[src/rtl/quad_adder_pkg.sv]
// Shared encodings for the quad adder handshake scheduler: FSM states, error codes, lane count.
package quad_adder_pkg;

  localparam int NUM_LANES = 4;
  localparam logic [NUM_LANES-1:0] LANES_ALL = '1;

  typedef enum logic [1:0] {
    ST_IDLE  = 2'd0,
    ST_RUN   = 2'd1,
    ST_DRAIN = 2'd2,
    ST_ERROR = 2'd3
  } state_t;

  typedef enum logic [1:0] {
    ERR_NONE          = 2'd0,
    ERR_CFG           = 2'd1,
    ERR_LAST_MISMATCH = 2'd2,
    ERR_TIMEOUT       = 2'd3
  } err_code_t;

endpackage

[src/rtl/quad_stall_timer.sv]
// Counts consecutive stall cycles; expire is asserted on the TIMEOUT_CYC-th consecutive inc.
module quad_stall_timer #(
  parameter int TIMEOUT_CYC = 1024
) (
  input  logic CLK,
  input  logic reset,
  input  logic clear,
  input  logic inc,
  output logic expire
);

  localparam int W = (TIMEOUT_CYC > 1) ? $clog2(TIMEOUT_CYC) : 1;
  localparam logic [W-1:0] CNT_LAST = W'(TIMEOUT_CYC - 1);

  logic [W-1:0] cnt;

  assign expire = inc & ~clear & (cnt == CNT_LAST);

  always_ff @(posedge CLK) begin
    if (reset || clear || !inc || expire) begin
      cnt <= '0;
    end else begin
      cnt <= cnt + 1'b1;
    end
  end

endmodule

[src/rtl/quad_adder_sched.sv]
// Joins four AXI-Stream lanes for the quad adder: zero-latency valid join, tlast alignment,
// lane-skew timeout, abort/error flush and status. Handshake: a lane beat transfers when
// s_axis_tvalid & s_axis_tready; tready is derived from valid (never the reverse).
module quad_adder_sched
  import quad_adder_pkg::*;
#(
  parameter int TIMEOUT_CYC = 1024,
  parameter int CNT_WIDTH   = 32,
  parameter int BEAT_WIDTH  = 16
) (
  input  logic                  CLK,
  input  logic                  reset,
  input  logic [NUM_LANES-1:0]  cfg_lane_en,
  input  logic                  cfg_start,
  input  logic                  cfg_stop,
  input  logic                  cfg_abort,
  input  logic                  cfg_clear,
  input  logic [NUM_LANES-1:0]  s_axis_tvalid,
  input  logic [NUM_LANES-1:0]  s_axis_tlast,
  output logic [NUM_LANES-1:0]  s_axis_tready,
  output logic                  add_en,
  output logic [NUM_LANES-1:0]  add_lane_mask,
  output logic                  add_last,
  input  logic                  add_ready,
  output logic [1:0]            sts_state,
  output logic [1:0]            sts_err_code,
  output logic [CNT_WIDTH-1:0]  sts_frame_cnt,
  output logic [BEAT_WIDTH-1:0] sts_beat_cnt
);

  state_t                state_q, state_d;
  err_code_t             err_q, err_d;
  logic [NUM_LANES-1:0]  mask_q, mask_d;
  logic [NUM_LANES-1:0]  done_q, done_d;
  logic [CNT_WIDTH-1:0]  frame_q, frame_d;
  logic [BEAT_WIDTH-1:0] beat_q, beat_d;
  logic                  stop_q, stop_d;

  logic                  run;
  logic                  join_all;
  logic                  fire;
  logic [NUM_LANES-1:0]  last_l;
  logic                  frame_end;
  logic                  stall_inc;
  logic                  stall_clr;
  logic                  stall_expire;
  logic [NUM_LANES-1:0]  drain_acc;
  logic [BEAT_WIDTH-1:0] beat_inc;

  assign run       = (state_q == ST_RUN);
  assign join_all  = &(s_axis_tvalid | ~mask_q);
  // Abort wins over a beat that would otherwise fire in the same cycle.
  assign fire      = run & join_all & add_ready & ~cfg_abort;
  assign last_l    = s_axis_tlast & mask_q;
  assign frame_end = (last_l == mask_q);
  assign stall_inc = run & add_ready & ~join_all & (|(s_axis_tvalid & mask_q));
  assign stall_clr = ~stall_inc;
  assign drain_acc = s_axis_tvalid & mask_q & ~done_q;
  assign beat_inc  = (beat_q == '1) ? beat_q : beat_q + 1'b1;

  quad_stall_timer #(
    .TIMEOUT_CYC(TIMEOUT_CYC)
  ) u_stall_timer (
    .CLK    (CLK),
    .reset  (reset),
    .clear  (stall_clr),
    .inc    (stall_inc),
    .expire (stall_expire)
  );

  always_comb begin
    s_axis_tready = '0;
    case (state_q)
      ST_RUN:   s_axis_tready = mask_q & {NUM_LANES{fire}};
      ST_DRAIN: s_axis_tready = mask_q & ~done_q;
      default:  s_axis_tready = '0;
    endcase
  end

  assign add_en        = fire;
  assign add_last      = fire & frame_end;
  assign add_lane_mask = mask_q;
  assign sts_state     = state_q;
  assign sts_err_code  = err_q;
  assign sts_frame_cnt = frame_q;
  assign sts_beat_cnt  = beat_q;

  always_comb begin
    state_d = state_q;
    err_d   = err_q;
    mask_d  = mask_q;
    done_d  = done_q;
    frame_d = frame_q;
    beat_d  = beat_q;
    stop_d  = stop_q;
    case (state_q)
      ST_IDLE: begin
        if (cfg_start && !cfg_abort && !cfg_stop) begin
          if (cfg_lane_en != '0) begin
            mask_d  = cfg_lane_en;
            err_d   = ERR_NONE;
            beat_d  = '0;
            stop_d  = 1'b0;
            done_d  = '0;
            state_d = ST_RUN;
          end else begin
            err_d = ERR_CFG;
          end
        end
      end
      ST_RUN: begin
        if (cfg_abort) begin
          stop_d  = 1'b0;
          done_d  = '0;
          state_d = (beat_q == '0) ? ST_IDLE : ST_DRAIN;
        end else if (fire) begin
          beat_d = beat_inc;
          if (frame_end) begin
            frame_d = frame_q + 1'b1;
            beat_d  = '0;
            if (stop_q || cfg_stop) begin
              stop_d  = 1'b0;
              state_d = ST_IDLE;
            end
          end else if (last_l == '0) begin
            stop_d = stop_q | cfg_stop;
          end else begin
            // Misaligned tlast: remember which lanes already ended so the flush skips them.
            err_d   = ERR_LAST_MISMATCH;
            done_d  = last_l;
            state_d = ST_ERROR;
          end
        end else if (stall_expire) begin
          err_d   = ERR_TIMEOUT;
          done_d  = '0;
          state_d = ST_ERROR;
        end else if (cfg_stop) begin
          if (beat_q == '0) begin
            stop_d  = 1'b0;
            state_d = ST_IDLE;
          end else begin
            stop_d = 1'b1;
          end
        end
      end
      ST_ERROR: begin
        if (cfg_clear) begin
          state_d = ST_DRAIN;
        end
      end
      ST_DRAIN: begin
        done_d = done_q | (drain_acc & s_axis_tlast);
        if ((done_q | ~mask_q) == LANES_ALL) begin
          state_d = ST_IDLE;
        end
      end
      default: state_d = ST_IDLE;
    endcase
  end

  always_ff @(posedge CLK) begin
    if (reset) begin
      state_q <= ST_IDLE;
      err_q   <= ERR_NONE;
      mask_q  <= '0;
      done_q  <= '0;
      frame_q <= '0;
      beat_q  <= '0;
      stop_q  <= 1'b0;
    end else begin
      state_q <= state_d;
      err_q   <= err_d;
      mask_q  <= mask_d;
      done_q  <= done_d;
      frame_q <= frame_d;
      beat_q  <= beat_d;
      stop_q  <= stop_d;
    end
  end

endmodule
[config.mk]
export PLATFORM = sky130hd
export DESIGN_NAME = quad_adder_sched
export DESIGN_NICKNAME = d
export VERILOG_FILES = /design/src/rtl/quad_adder_pkg.sv /design/src/rtl/quad_stall_timer.sv /design/src/rtl/quad_adder_sched.sv
export SDC_FILE = /design/constraint.sdc
export NUM_CORES = 1
export LEC_CHECK = 0
export CORE_ASPECT_RATIO = 2
export CORE_MARGIN = 2
export CORE_UTILIZATION = 52
export DETAILED_ROUTE_END_ITERATION = 16
export GPL_ROUTABILITY_DRIVEN = 1
export HOLD_SLACK_MARGIN = 0.15
export PLACE_DENSITY = 0.8
export SKIP_CTS_REPAIR_TIMING = 1
export SYNTH_ARGS = -nofsm -noshare
export SYNTH_HDL_FRONTEND = slang
export SYNTH_HIERARCHICAL = 1
export SYNTH_SLANG_ARGS = --single-unit
[constraint.sdc]
create_clock -name CLK -period 3.4 [get_ports CLK]
set_input_delay 0.34 -clock CLK [delete_from_list [all_inputs] [get_ports CLK]]
set_output_delay 0.34 -clock CLK [all_outputs]
set_load 0.01 [all_outputs]
==> reports/metrics.cfg <==
[sta]
maxClockFrequency_mhz = 320
fin_hold_ws_ns = 0.484
finalSetupViolCount = 0
hold_viol_final = 0
fin_worst_skew_ns = 0.00810
slew-limit-headroom_pct = 35.2
totalNegativeSetupSlack_ns = 0
final_min_period_over_clock_period_pct = 92.0
slew_violations = 0
transition_time_of_the_tightest_slew_check_pin_ns = 0.972
setup_slack_ns = 0.272
min_period_ns = 3.13
grt_setup_unrepaired = no

[synthesis]
synth.avg_cell_area_um2 = 8.50
syn-cell-area_um2 = 4150
ys_seq_area_share_pct = 34.2
synth-edff-count = 0
synthesis.nets = 516
synth.lib_cells_used.distinct = 78
synth.ff_latch_count = 71
synth_ff_type = sky130_fd_sc_hd__dfxtp_1
post_synth_inst_count = 488
synthArstFlopShare_pct = 0
yosysWarnings = 6

[grt]
grt_pass1_wl_um = 18100
antenna_found_initial = 0
grt_util_all_layers_pct = 26.8
gr-total-overflow = 0
maximum_number_of_pins_on_one_net_before_global_route_repair = 52
first_global_vias = 3675

[power_and_ir_drop]
leakage_nw = 1.78
ir_drop_mv = 0.339
powerDensity_nw_per_um2 = 395
total_power_mw = 2.11

[detailed_routing]
drc_viols = 0
wirelength_um = 11200
drt_iter0_markers = 267
drt_pass1_iterations = 5
vias = 4046
detail_route.wl_per_cell_um = 16.6
drt-vias-per-instance = 6.01
drtAntennaViolNets = 0

[cells_and_area]
layout_commonest_cell = sky130_fd_sc_hd__clkdlybuf4s50_1
finish.cell_count_without_fillers = 673
area_growth_syn_to_layout_pct = 28.8
drive_above_1_share_pct = 11.8
most-common-layout-cells = 79 x sky130_fd_sc_hd__clkdlybuf4s50_1, 71 x sky130_fd_sc_hd__dfxtp_1, 57 x sky130_fd_sc_hd__nor2_1
core_occupancy_in_the_finished_layout_pct = 68.3
finalNetCount = 600
final_area_um2 = 5340
n_antenna_cell = 0

[placed_design]
place.gp.congestion = 0.858
pre_cts_ws_ns = 0.178
detailed_place_hpwl_um = 7760
place.detailed.instances = 657
port_buffers = 80
place_area_um2 = 5040

[floorplanning]
dieArea_um2 = 8750
die_height_um = 130
io_pins = 81
rows = 46
design.core.area_um2 = 7830
dieWidth_um = 67.2
starting_density_pct = 53.0

[worst_hold_path]
type_of_the_most_critical_hold_path = flip-flop to flip-flop

[status]
run_status = finished, final reports clean

[critical_path]
max_stage_delay_ns = 0.54
timing_worst_setup_path_type = flip-flop to output port
arrival_ns = 2.79
critPathMaxFanout = 8
critical_path.startpoint_type = flip-flop
crit_required_ns = 3.06
crit_path_frequent_cell = sky130_fd_sc_hd__nand2_1
crit_path_top_delay_cell = sky130_fd_sc_hd__clkdlybuf4s50_1
path_cells = ha_1, nand2_1, nor2_4, nand2_2, inv_1, nand2_1, o21ai_0, and3_1, clkdlybuf4s50_1
endpoint_kind = output port

[clock_tree]
clock_tree_from_tritoncts = yes
clk_path_buf_depth = 2
clk-insertion-delay-late_ns = 0.34
number_of_buffers_added_by_the_clock_tree_synthesis_step = 9
cts.reportedPaths.clkPinSlew_ns = 0.05
cts_sinks = 71
clock_tree.root_cell = sky130_fd_sc_hd__clkbuf_16
h-tree-depth = 3

[job]
drv.max_cap_violation_count = 0

==> power breakdown <==
group	total [mW]	switching, mW	internal (mW)	leakage [nW]
combinational	0.308	0.187	0.121	1.07
clock	0.948	0.361	0.588	0.146
sequential	0.855	0.0122	0.843	0.572
==> sequential cells by signal, indices dropped and copies added, names as in the netlist <==
name and flops:
add_lane_mask 4, sts_beat_cnt 16, u_stall_timer/cnt 10, sts_err_code 2
sts_frame_cnt 32, done_q 4, stop_q 1, sts_state 2
==> cell usage after synthesis (all sizes together), types with 4 or more instances <==
cell type | n | area (µm²)
dfxtp | 71 | 1420
nor2 | 58 | 225
nand2 | 40 | 153
nand3 | 29 | 160
nor3 | 23 | 151
xnor2 | 23 | 201
a21oi | 22 | 110
nand4 | 21 | 171
inv | 20 | 75.1
o21ai | 19 | 106
nand2b | 15 | 114
xor2 | 14 | 123
nor4 | 10 | 96.4
and3 | 9 | 56.3
clkbuf | 9 | 33.8
ha | 9 | 113
or3 | 8 | 50.1
mux2i | 7 | 70.1
o31ai | 7 | 62.6
buf | 6 | 47.5
or4 | 6 | 45.0
a211oi | 5 | 42.5
a22oi | 5 | 37.5
and4 | 5 | 46.3
a31oi | 4 | 25.0
nor2b | 4 | 25.0
==> path summary, 6_finish.rpt <==
check / startpoint / end / slack, ns / cells past startpoint
max: sts_state[0] / s_axis_tready[2] / 0.27 / 9
min: u_stall_timer/cnt[9] / u_stall_timer/cnt[9] / 0.48 / 2
max reg2reg: sts_state[0] / sts_state[1] / 0.31 / 11
min reg2reg: u_stall_timer/cnt[9] / u_stall_timer/cnt[9] / 0.48 / 2
==> metal layers <==
metal  up-vias  share of wire, %  track usage (%)  wire, µm
met5         -                 0                0         0
met1      1917                43             34.8      4780
met4         0               2.6             10.9       289
met3        27               7.0             5.78       781
met2       165                48             42.5      5320
li1       1937                 -                -         -
==> area by class of cell <==
| cell class | count | area, µm² |
|---|---|---|
| fill | 688 | 2480 |
| clock inverter | 5 | 56.3 |
| clock buffer | 11 | 243 |
| tap | 96 | 120 |
| inverter | 20 | 75.1 |
| sequential | 71 | 1420 |
| multi-input combinational | 382 | 2570 |
| timing repair buffer | 88 | 856 |
==> worst max-delay path, delay by kind of cell, from the launching register on <==
| kind | cells | cell delay (ns) |
|---|---|---|
| and+or+nand+nor | 5 | 0.90 |
| DFF | 1 | 0.41 |
| buffers and inverters | 2 | 0.69 |
| adders and majority gates | 1 | 0.36 |
| AOI/OAI and AO/OA | 1 | 0.09 |
==> logic make-up after synthesis <==
logic type / share of synthesized area (%)
and+or+nand+nor: 33.5
AOI/OAI and AO/OA: 16.0
DFF: 34.2
xor gates and xnor gates: 7.81
buffers and inverters: 3.77
adders and majority gates: 2.71
muxes: 1.96
(Power assumes the default switching activity.)
